$ cat src/rtl/trace_pkg.sv
// Shared state encoding and trace-entry layout for the writeback trace buffer.
// Entry layout, MSB to LSB: {pc, rd, data}.
package trace_pkg;

  typedef enum logic [1:0] {
    IDLE    = 2'd0,
    ARMED   = 2'd1,
    CAPTURE = 2'd2,
    STOPPED = 2'd3
  } state_t;

  localparam int XLEN_DEF = 32;
  localparam int RD_W_DEF = 5;

  localparam int ENTRY_W  = XLEN_DEF + RD_W_DEF + XLEN_DEF;
  localparam int DATA_LSB = 0;
  localparam int RD_LSB   = XLEN_DEF;
  localparam int PC_LSB   = XLEN_DEF + RD_W_DEF;

  // Layout helpers for non-default widths, same field order as the constants above.
  function automatic int entry_w(input int xlen, input int rd_w);
    return xlen + rd_w + xlen;
  endfunction

  function automatic int rd_lsb(input int xlen);
    return xlen;
  endfunction

  function automatic int pc_lsb(input int xlen, input int rd_w);
    return xlen + rd_w;
  endfunction

endpackage

$ cat src/rtl/wb_trace_fifo.sv
// Synchronous FIFO; a write is visible at the head one cycle later, with no bypass.
// Backpressure: wr_rdy drops when full, unless the head is popped in the same cycle.
module wb_trace_fifo #(
  parameter int DEPTH = 16,
  parameter int WIDTH = trace_pkg::ENTRY_W
) (
  input  logic                       clk,
  input  logic                       rst_n,
  input  logic                       wr_vld,
  output logic                       wr_rdy,
  input  logic [WIDTH-1:0]           wr_dat,
  input  logic                       rd_rdy,
  output logic [WIDTH-1:0]           rd_dat,
  output logic [$clog2(DEPTH):0]     count,
  output logic                       full,
  output logic                       empty
);

  localparam int AW = $clog2(DEPTH);
  localparam int CW = AW + 1;

  logic [WIDTH-1:0] mem [DEPTH];
  logic [AW-1:0]    wr_ptr;
  logic [AW-1:0]    rd_ptr;
  logic [CW-1:0]    cnt;
  logic             wr_acc;
  logic             rd_acc;

  assign full   = (cnt == CW'(DEPTH));
  assign empty  = (cnt == '0);
  // Full implies non-empty, so a pending pop always frees a slot this cycle.
  assign wr_rdy = ~full | rd_rdy;
  assign wr_acc = wr_vld & wr_rdy;
  assign rd_acc = rd_rdy & ~empty;
  assign rd_dat = mem[rd_ptr];
  assign count  = cnt;

  always_ff @(posedge clk or negedge rst_n) begin
    if (!rst_n) begin
      wr_ptr <= '0;
      rd_ptr <= '0;
      cnt    <= '0;
    end else begin
      if (wr_acc) wr_ptr <= wr_ptr + AW'(1);
      if (rd_acc) rd_ptr <= rd_ptr + AW'(1);
      case ({wr_acc, rd_acc})
        2'b10:   cnt <= cnt + CW'(1);
        2'b01:   cnt <= cnt - CW'(1);
        default: cnt <= cnt;
      endcase
    end
  end

  always_ff @(posedge clk) begin
    if (wr_acc) mem[wr_ptr] <= wr_dat;
  end

endmodule

$ cat src/rtl/wb_trace_buffer.sv
// Writeback trace capture: arm/stop/PC-trigger FSM feeding a FIFO drained over valid/ready.
// Retire visible at head the cycle after its strobe; a full FIFO drops the retire and stops capture.
module wb_trace_buffer
  import trace_pkg::*;
#(
  parameter int DEPTH = 16,
  parameter int XLEN  = XLEN_DEF,
  parameter int RD_W  = RD_W_DEF
) (
  input  logic                   clk,
  input  logic                   rst_n,
  input  logic                   arm,
  input  logic                   stop,
  input  logic                   trig_en,
  input  logic [XLEN-1:0]        trig_pc,
  input  logic                   wb_valid,
  input  logic [XLEN-1:0]        wb_pc,
  input  logic [RD_W-1:0]        wb_rd,
  input  logic [XLEN-1:0]        wb_data,
  output logic                   out_valid,
  input  logic                   out_ready,
  output logic [XLEN-1:0]        out_pc,
  output logic [RD_W-1:0]        out_rd,
  output logic [XLEN-1:0]        out_data,
  output logic [$clog2(DEPTH):0] count,
  output logic                   overflow,
  output logic [1:0]             state
);

  localparam int EW   = entry_w(XLEN, RD_W);
  localparam int RD_O = rd_lsb(XLEN);
  localparam int PC_O = pc_lsb(XLEN, RD_W);

  state_t        state_q, state_d;
  logic          ovf_q, ovf_d;
  logic          qualify;
  logic          push_req;
  logic          wr_rdy;
  logic          full;
  logic          empty;
  logic [EW-1:0] head;

  assign qualify = wb_valid & (wb_rd != '0);

  always_ff @(posedge clk or negedge rst_n) begin
    if (!rst_n) begin
      state_q <= IDLE;
      ovf_q   <= 1'b0;
    end else begin
      state_q <= state_d;
      ovf_q   <= ovf_d;
    end
  end

  always_comb begin
    state_d  = state_q;
    ovf_d    = ovf_q;
    push_req = 1'b0;
    // stop outranks arm and suppresses any capture in the same cycle.
    if (stop) begin
      state_d = STOPPED;
    end else begin
      case (state_q)
        IDLE, STOPPED: begin
          if (arm) begin
            state_d = trig_en ? ARMED : CAPTURE;
            ovf_d   = 1'b0;
          end
        end
        ARMED: begin
          if (wb_valid && wb_pc == trig_pc) begin
            state_d  = CAPTURE;
            push_req = qualify;
          end
        end
        CAPTURE: push_req = qualify;
        default: state_d = IDLE;
      endcase
      if (push_req && !wr_rdy) begin
        state_d = STOPPED;
        ovf_d   = 1'b1;
      end
    end
  end

  wb_trace_fifo #(
    .DEPTH (DEPTH),
    .WIDTH (EW)
  ) u_fifo (
    .clk    (clk),
    .rst_n  (rst_n),
    .wr_vld (push_req),
    .wr_rdy (wr_rdy),
    .wr_dat ({wb_pc, wb_rd, wb_data}),
    .rd_rdy (out_ready),
    .rd_dat (head),
    .count  (count),
    .full   (full),
    .empty  (empty)
  );

  assign out_valid = ~empty;
  assign out_pc    = out_valid ? head[PC_O +: XLEN] : '0;
  assign out_rd    = out_valid ? head[RD_O +: RD_W] : '0;
  assign out_data  = out_valid ? head[0 +: XLEN]    : '0;
  assign overflow  = ovf_q;
  assign state     = state_q;

  // Full is implied by wr_rdy in this block; kept on the FIFO for other users.
  logic unused_full;
  assign unused_full = full;

endmodule

$ cat config.mk
export PLATFORM = sky130hd
export DESIGN_NAME = wb_trace_buffer
export DESIGN_NICKNAME = d
export VERILOG_FILES = /design/src/rtl/trace_pkg.sv /design/src/rtl/wb_trace_fifo.sv /design/src/rtl/wb_trace_buffer.sv
export SDC_FILE = /design/constraint.sdc
export NUM_CORES = 1
export LEC_CHECK = 0
export ABC_CLOCK_PERIOD_IN_PS = 12300
export CORE_ASPECT_RATIO = 1.5
export CORE_MARGIN = 2
export CORE_UTILIZATION = 40
export CTS_CLUSTER_DIAMETER = 100
export DETAILED_ROUTE_END_ITERATION = 7
export HOLD_SLACK_MARGIN = 0.05
export PLACE_DENSITY_LB_ADDON = 0.2
export SLEW_MARGIN = 5
export SYNTH_ARGS = -nofsm -noshare
export SYNTH_HDL_FRONTEND = slang
export SYNTH_SLANG_ARGS = --single-unit
$ cat constraint.sdc
create_clock -name clk -period 12.3 [get_ports clk]
set_input_delay 1.23 -clock clk [delete_from_list [all_inputs] [get_ports clk]]
set_output_delay 1.23 -clock clk [all_outputs]
set_load 0.03 [all_outputs]
==> out/metrics.cfg, run 1 <==
[outcome]
status = finished, final reports clean

[sta]
grt_setup_unrepaired = no
fin_crit_sh_pct = 53.48
timing.fmax_mhz = 152.0
final_hold_viol_count = 0
slew_headroom_pct = 22.28
setup_viol = 0
finalWorstSetupSlack_ns = 5.722
tightest_slew_ns = 1.166
fin_crit_ns = 6.578
maxSlewViolCount = 0
fin_setup_tns_ns = 0
skew_ns = 0.02919

[clocking]
cts_buffers = 103
cts_hold_buf = 0
cts_resized = 0
numClockSinks = 1120
tritoncts = yes
post_cts_buffers = 0
clk_path_buf_depth = 3
clock_latency_ns = 0.71
cts.clk_slew.worst_paths_ns = 0.06
cts_max_level = 3
cts-root-buf = clkbuf_16

[critical_path]
path_delay_family = buffers and inverters
cp-end-kind = output port
crit_arrival_ns = 5.35
worst_ep_required_time_ns = 11.07
path_max_fanout = 51
crit_path_start_kind = flip-flop
critPathBufInv = 3
cpPeakStageDelay_ns = 1.01
path_class = reg2out
cp_cell_sequence = buf_4, buf_4, mux4_2, mux4_2, and2_1, clkdlybuf4s50_1
cp_slowest_cell = dfrtp_4

[global_routing]
antenna_found_initial = 12
grt_pass1_wl_microns = 150800
grtUsageTotal_pct = 19.14
grt_start_max_net_pins = 140
grt_pass1_vias = 21267
grt.overflow.total = 0

[yosys]
syn_nets = 1906
avgSynthCellArea_sq_um = 24.29
yosysSeqAreaShare_pct = 77.34
syn_area_sq_um = 43390
ys_types = 36
ys_seq_elements = 1120
synthAdderAreaFrac_pct = 0.3634
synthFlopType = edfxtp_1
synth_area_leaders = edfxtp_1 (76%), mux4_2 (18%), and2_1 (1.0%)
synth-edff-count = 1104
async_reset_ff_share_pct = 1.429
synthSimpleGateAreaFrac_pct = 2.125
netlist_instances = 1786
synth_compound_area_share_pct = 0.1875
synth_top_cell_by_area = edfxtp_1
yosysWarningCount = 0
synth_top_family_by_area = multiplexers
synth_xor_area_share_pct = 0.8075
synth_top_area_share_pct = 76.41
synth_mux_area_share_pct = 17.99

[power]
ir_drop_v = 0.0001801
combPwrFrac_pct = 31.6
powerDensity_nw_per_um2 = 219.4
p_clk_share_pct = 28.6
power_switching_mw = 3.284
swShare_pct = 29.77
power_frac_seq_pct = 39.9
leakage_nw = 15.40
internal_power_mw = 7.748

[routing]
antenna_left = 0
wl_per_cell_microns = 29.80
drt-initial-drc-count = 1828
drc = 0
routed_wl_microns = 105500
vias = 19835
routed_via_density = 5.602
firstDrtPassIters = 5

[job]
maxCapViolations = 0

[finish]
multi_input_area_sq_um = 9408
syn_to_final_growth_pct = 15.90
nNetsFinal = 2149
nFillCells = 8845
fin_area_sq_um = 50280
regArea_sq_um = 33570
drive_gt1_share_pct = 26.43

[floorplan]
design.core.area_sq_um = 108000
start_util_pct = 40.19
rows = 148
die_h_microns = 407.4
dieArea_sq_um = 111200
die_w_microns = 272.9
ios = 186

[placement]
gp_congestion = 0.7534
place_ws_ns = 6.210
io_buffers = 185
hpwl_microns = 53940
place_area_sq_um = 47000

[hold_path]
holdCritPathClass = reg2reg

==> worst register-to-register path, delay by kind of cell, from the launching register on <==
family / cells / cell delay [ns]
AOI/OAI and AO/OA: 1 / 0.25
DFF: 1 / 0.38
buffers and inverters: 3 / 1.27
and+or+nand+nor: 4 / 1.29
adders and majority gates: 1 / 0.33
==> metal layers <==
metal,routed length (microns),track usage (%)
met1,43990,26.12
met2,53090,31.55
met3,5958,3.526
met4,2386,5.438
met5,75,0
==> stage by stage <==
| stage | hold slack, ns | std cells | util [%] | power (mW) |
|---|---|---|---|---|
| 2_1_floorplan | 0.5550 | 1786 | - | 6.854 |
| 3_3_place_gp | 0.4817 | 3349 | 43.53 | 8.014 |
| 3_5_place_dp | 0.4871 | 3349 | 43.53 | 8.038 |
| 4_1_cts | 0.5019 | 3540 | 46.57 | 11.20 |
| 5_1_grt | 0.5514 | 3541 | 46.58 | 11.47 |
| 6_report | 0.5010 | 3541 | 46.58 | 11.03 |
==> worst paths after layout <==
| kind | from | to | slack, ns | cells past startpoint |
|---|---|---|---|---|
| worst min register to register | overflow$_DFFE_PN0P_ | overflow$_DFFE_PN0P_ | 0.50 | 2 |
| worst max-delay path | u_fifo.rd_ptr[0]$_DFFE_PN0P_ | out_pc[13] | 5.72 | 6 |
| worst min-delay path | overflow$_DFFE_PN0P_ | overflow$_DFFE_PN0P_ | 0.50 | 2 |
| worst max register to register | state[0]$_DFFE_PN0P_ | u_fifo.mem[11][49]$_DFFE_PP_ | 8.37 | 9 |
| min in group asynchronous | rst_n | u_fifo.count[3]$_DFFE_PN0P_ | 1.06 | 1 |
| max in group asynchronous | rst_n | u_fifo.rd_ptr[1]$_DFFE_PN0P_ | 10.54 | 1 |
==> cells in the final DEF, fill, tap and decap left out, types with 2 or more instances in the layout <==
master and count:
a21oi_1 4, bufinv_16 10, clkinv_4 2, and2_1 70, ha_1 11, nor2b_1 3
nand4b_1 2, nor3_1 5, clkinvlp_4 5, nand3b_1 2, mux2_2 3, buf_4 43
xnor2_1 32, nand4_1 14, nand2b_1 13, or4_1 2, nor3_2 12, mux4_2 345
nand2_1 10, inv_1 6, nand3_1 4, clkinv_1 27, xor2_1 8, dfrtp_1 12
buf_12 2, clkbuf_1 19, clkinv_2 19, nor2_1 4, edfxtp_1 1104, o21ai_0 4
clkbuf_16 105, nor4_1 5, clkdlybuf4s50_1 185, dfrtp_4 4, nor4_2 4, a21o_1 2
inv_6 4
==> final cells by class <==
type,count,area share (%)
Clock inverter,67,1.167
Clock buffer,124,5.367
Tap cell,1425,3.546
Multi-Input combinational cell,568,18.71
Sequential cell,1120,66.76
Timing Repair Buffer,230,4.404
Antenna cell,1,0.004977
Inverter,6,0.04479
==> cell usage after synthesis, drive strengths merged (9+ instances only) <==
cell type  count
buf           53
ha            11
edfxtp      1104
nor4           9
nand2b        14
nand4         14
nand2         10
xnor2         32
dfrtp         16
and2          70
clkbuf        39
mux4         345
nor3          17
==> sequential cells by signal, indices dropped and copies added, names as in the netlist <==
| register | count |
|---|---|
| u_fifo.mem | 1104 |
| u_fifo.count | 5 |
| u_fifo.rd_ptr | 4 |
| u_fifo.wr_ptr | 4 |
| state | 2 |
| overflow | 1 |
==> kinds of logic after synthesis <==
| kind of cell | count (synthesis) |
|---|---|
| xor gates and xnor gates | 40 |
| DFF | 1120 |
| buffers and inverters | 98 |
| AOI/OAI and AO/OA | 13 |
| adders and majority gates | 12 |
| and+or+nand+nor | 155 |
| muxes | 348 |
==> power groups by stage <==
stage	Combinational [mW]	Clock [mW]	Sequential, mW
final	3.48	3.15	4.40
after global placement	3.53	0	4.48
after CTS	3.57	3.22	4.40
after detailed placement	3.55	0	4.49
after global routing	3.69	3.36	4.41
after floorplan	2.51	0	4.34
(Power assumes the default switching activity.)
==> inputs of run 2 (changes only) <==
--- a/config.mk
+++ b/config.mk
@@ -5,7 +5,7 @@
 export SDC_FILE = /design/constraint.sdc
 export NUM_CORES = 1
 export LEC_CHECK = 0
-export ABC_CLOCK_PERIOD_IN_PS = 12300
+export ABC_CLOCK_PERIOD_IN_PS = 5500
 export CORE_ASPECT_RATIO = 1.5
 export CORE_MARGIN = 2
 export CORE_UTILIZATION = 40
==> constraint.sdc (replaced) <==
create_clock -name clk -period 5.5 [get_ports clk]
set_input_delay 0.55 -clock clk [delete_from_list [all_inputs] [get_ports clk]]
set_output_delay 0.55 -clock clk [all_outputs]
set_load 0.03 [all_outputs]
==> out/metrics.cfg, run 2 (synthesis gave the netlist of run 1 again) <==
[critical_path]
path_class = reg2out
cp_cell_sequence = buf_12, mux4_2, mux4_2, and2_1, clkdlybuf4s50_1
path_max_fanout = 59
cp-end-kind = output port
worst_ep_required_time_ns = 4.95
crit_arrival_ns = 3.95
cpPeakStageDelay_ns = 0.77
crit_path_start_kind = flip-flop
path_common_cell = mux4_2
cp_slowest_cell = dfrtp_4

[power]
internal_power_mw = 17.53
powerDensity_nw_per_um2 = 487.8
power_switching_mw = 7.451
ir_drop_v = 0.0005469
finalPower_mw = 24.98
power_frac_seq_pct = 39.2
swShare_pct = 29.83
leakage_nw = 15.73
combPwrFrac_pct = 31.8
p_clk_share_pct = 29.0

[clocking]
cts_buffers = 104
numClockSinks = 1120
cts_hold_buf = 0
post_cts_buffers = 0
clock_latency_ns = 0.71
clk_path_buf_depth = 3
cts.clk_slew.worst_paths_ns = 0.06
cts_resized = 0
cts_max_level = 3
tritoncts = yes
cts-root-buf = clkbuf_16

[placement]
io_buffers = 185
place_inst = 3374
hpwl_microns = 59210
gp_congestion = 0.7333

[routing]
routed_wl_microns = 106500
antenna_left = 0
vias = 19954
drt-initial-drc-count = 1746
wl_per_cell_microns = 29.83
routed_via_density = 5.588
drc = 0
firstDrtPassIters = 7

[finish]
regArea_sq_um = 33570
regMostFlops = u_fifo.mem
drive_gt1_share_pct = 27.66
nFillCells = 8772
final_cell_mix = edfxtp_1 (1104), mux4_2 (345), clkdlybuf4s50_1 (185)
largest_register_ffs = 1104
nNetsFinal = 2175
final_common_cell = edfxtp_1
final_cells = 3571
multi_input_area_sq_um = 9443
syn_to_final_growth_pct = 18.05

[hold_path]
holdCritPathClass = in2async

[floorplan]
die_h_microns = 407.4
start_util_pct = 40.19
design.core.area_sq_um = 108000
dieArea_sq_um = 111200
rows = 148
die_w_microns = 272.9
ios = 186

[global_routing]
grt_start_max_net_pins = 76
antenna_found_initial = 14
grt_pass1_vias = 21549
grt.overflow.total = 0
grtUsageTotal_pct = 19.44
grt_pass1_wl_microns = 154200

[sta]
grt_setup_unrepaired = no
fin_crit_sh_pct = 81.83
setup_viol = 0
tightest_slew_ns = 0.9507
skew_ns = 0.02904
timing.fmax_mhz = 222.2
maxSlewViolCount = 0
fin_crit_ns = 4.501
hold_slack_ns = 0.3493
final_hold_viol_count = 0
slew_headroom_pct = 36.62
fin_setup_tns_ns = 0

[outcome]
status = finished, final reports clean

[job]
maxCapViolations = 0

[run 2: area by class of cell]
class | instances | area share, %
clock buffer | 140 | 5.687
timing repair buffer | 255 | 5.765
clock inverter | 55 | 1.036
tap | 1425 | 3.481
sequential | 1120 | 65.54
multi-input combinational | 568 | 18.44
antenna | 2 | 0.009772
inverter | 6 | 0.04397
[run 2: critical path: cells and delay by family, from the launching register on]
| kind | cells | cell delay [ns] |
|---|---|---|
| buffers and inverters | 2 | 1.06 |
| DFF | 1 | 0.77 |
| muxes | 2 | 1.11 |
| and+or+nand+nor | 1 | 0.21 |
[run 2: worst paths after layout]
path / from / to / slack, ns / cells past startpoint
max: u_fifo.rd_ptr[0]$_DFFE_PN0P_ / out_pc[23] / 1.0 / 5
min reg2reg: u_fifo.count[4]$_DFFE_PN0P_ / u_fifo.count[4]$_DFFE_PN0P_ / 0.53 / 1
min: rst_n / u_fifo.count[3]$_DFFE_PN0P_ / 0.35 / 1
max reg2reg: state[0]$_DFFE_PN0P_ / u_fifo.count[4]$_DFFE_PN0P_ / 1.68 / 14
min in group clk: wb_pc[14] / u_fifo.mem[0][51]$_DFFE_PP_ / 0.50 / 1
max in group asynchronous: rst_n / u_fifo.rd_ptr[0]$_DFFE_PN0P_ / 4.47 / 1
[run 2: power by group through the flow]
stage                     Combinational [mW]  Sequential, mW  Clock [mW]
final                                   7.94            9.80        7.24
after floorplan                         5.62            9.71           0
after global routing                    8.43            9.83        7.72
after global placement                  8.09            10.0           0
after detailed placement                8.12            10.0           0
after CTS                               8.16            9.82        7.40
[run 2: stage by stage]
stage / util, % / area [sq um] / setup WS (ns)
2_1_floorplan: - / 43410 / -1.670
3_3_place_gp: 44.25 / 47770 / 0.7297
3_5_place_dp: 44.25 / 47770 / 0.6884
4_1_cts: 47.44 / 51210 / 0.8468
5_1_grt: 47.44 / 51210 / 0.7880
6_report: 47.44 / 51220 / 0.9995
[run 2: metal layers]
layer	part of all wire (%)	global-route usage, %	vias to the layer above
met5	0.065	0	-
met4	1.9	4.642	10
met3	5.3	3.120	138
met2	51	32.82	551
met1	42	26.48	11055
li1	-	-	8200
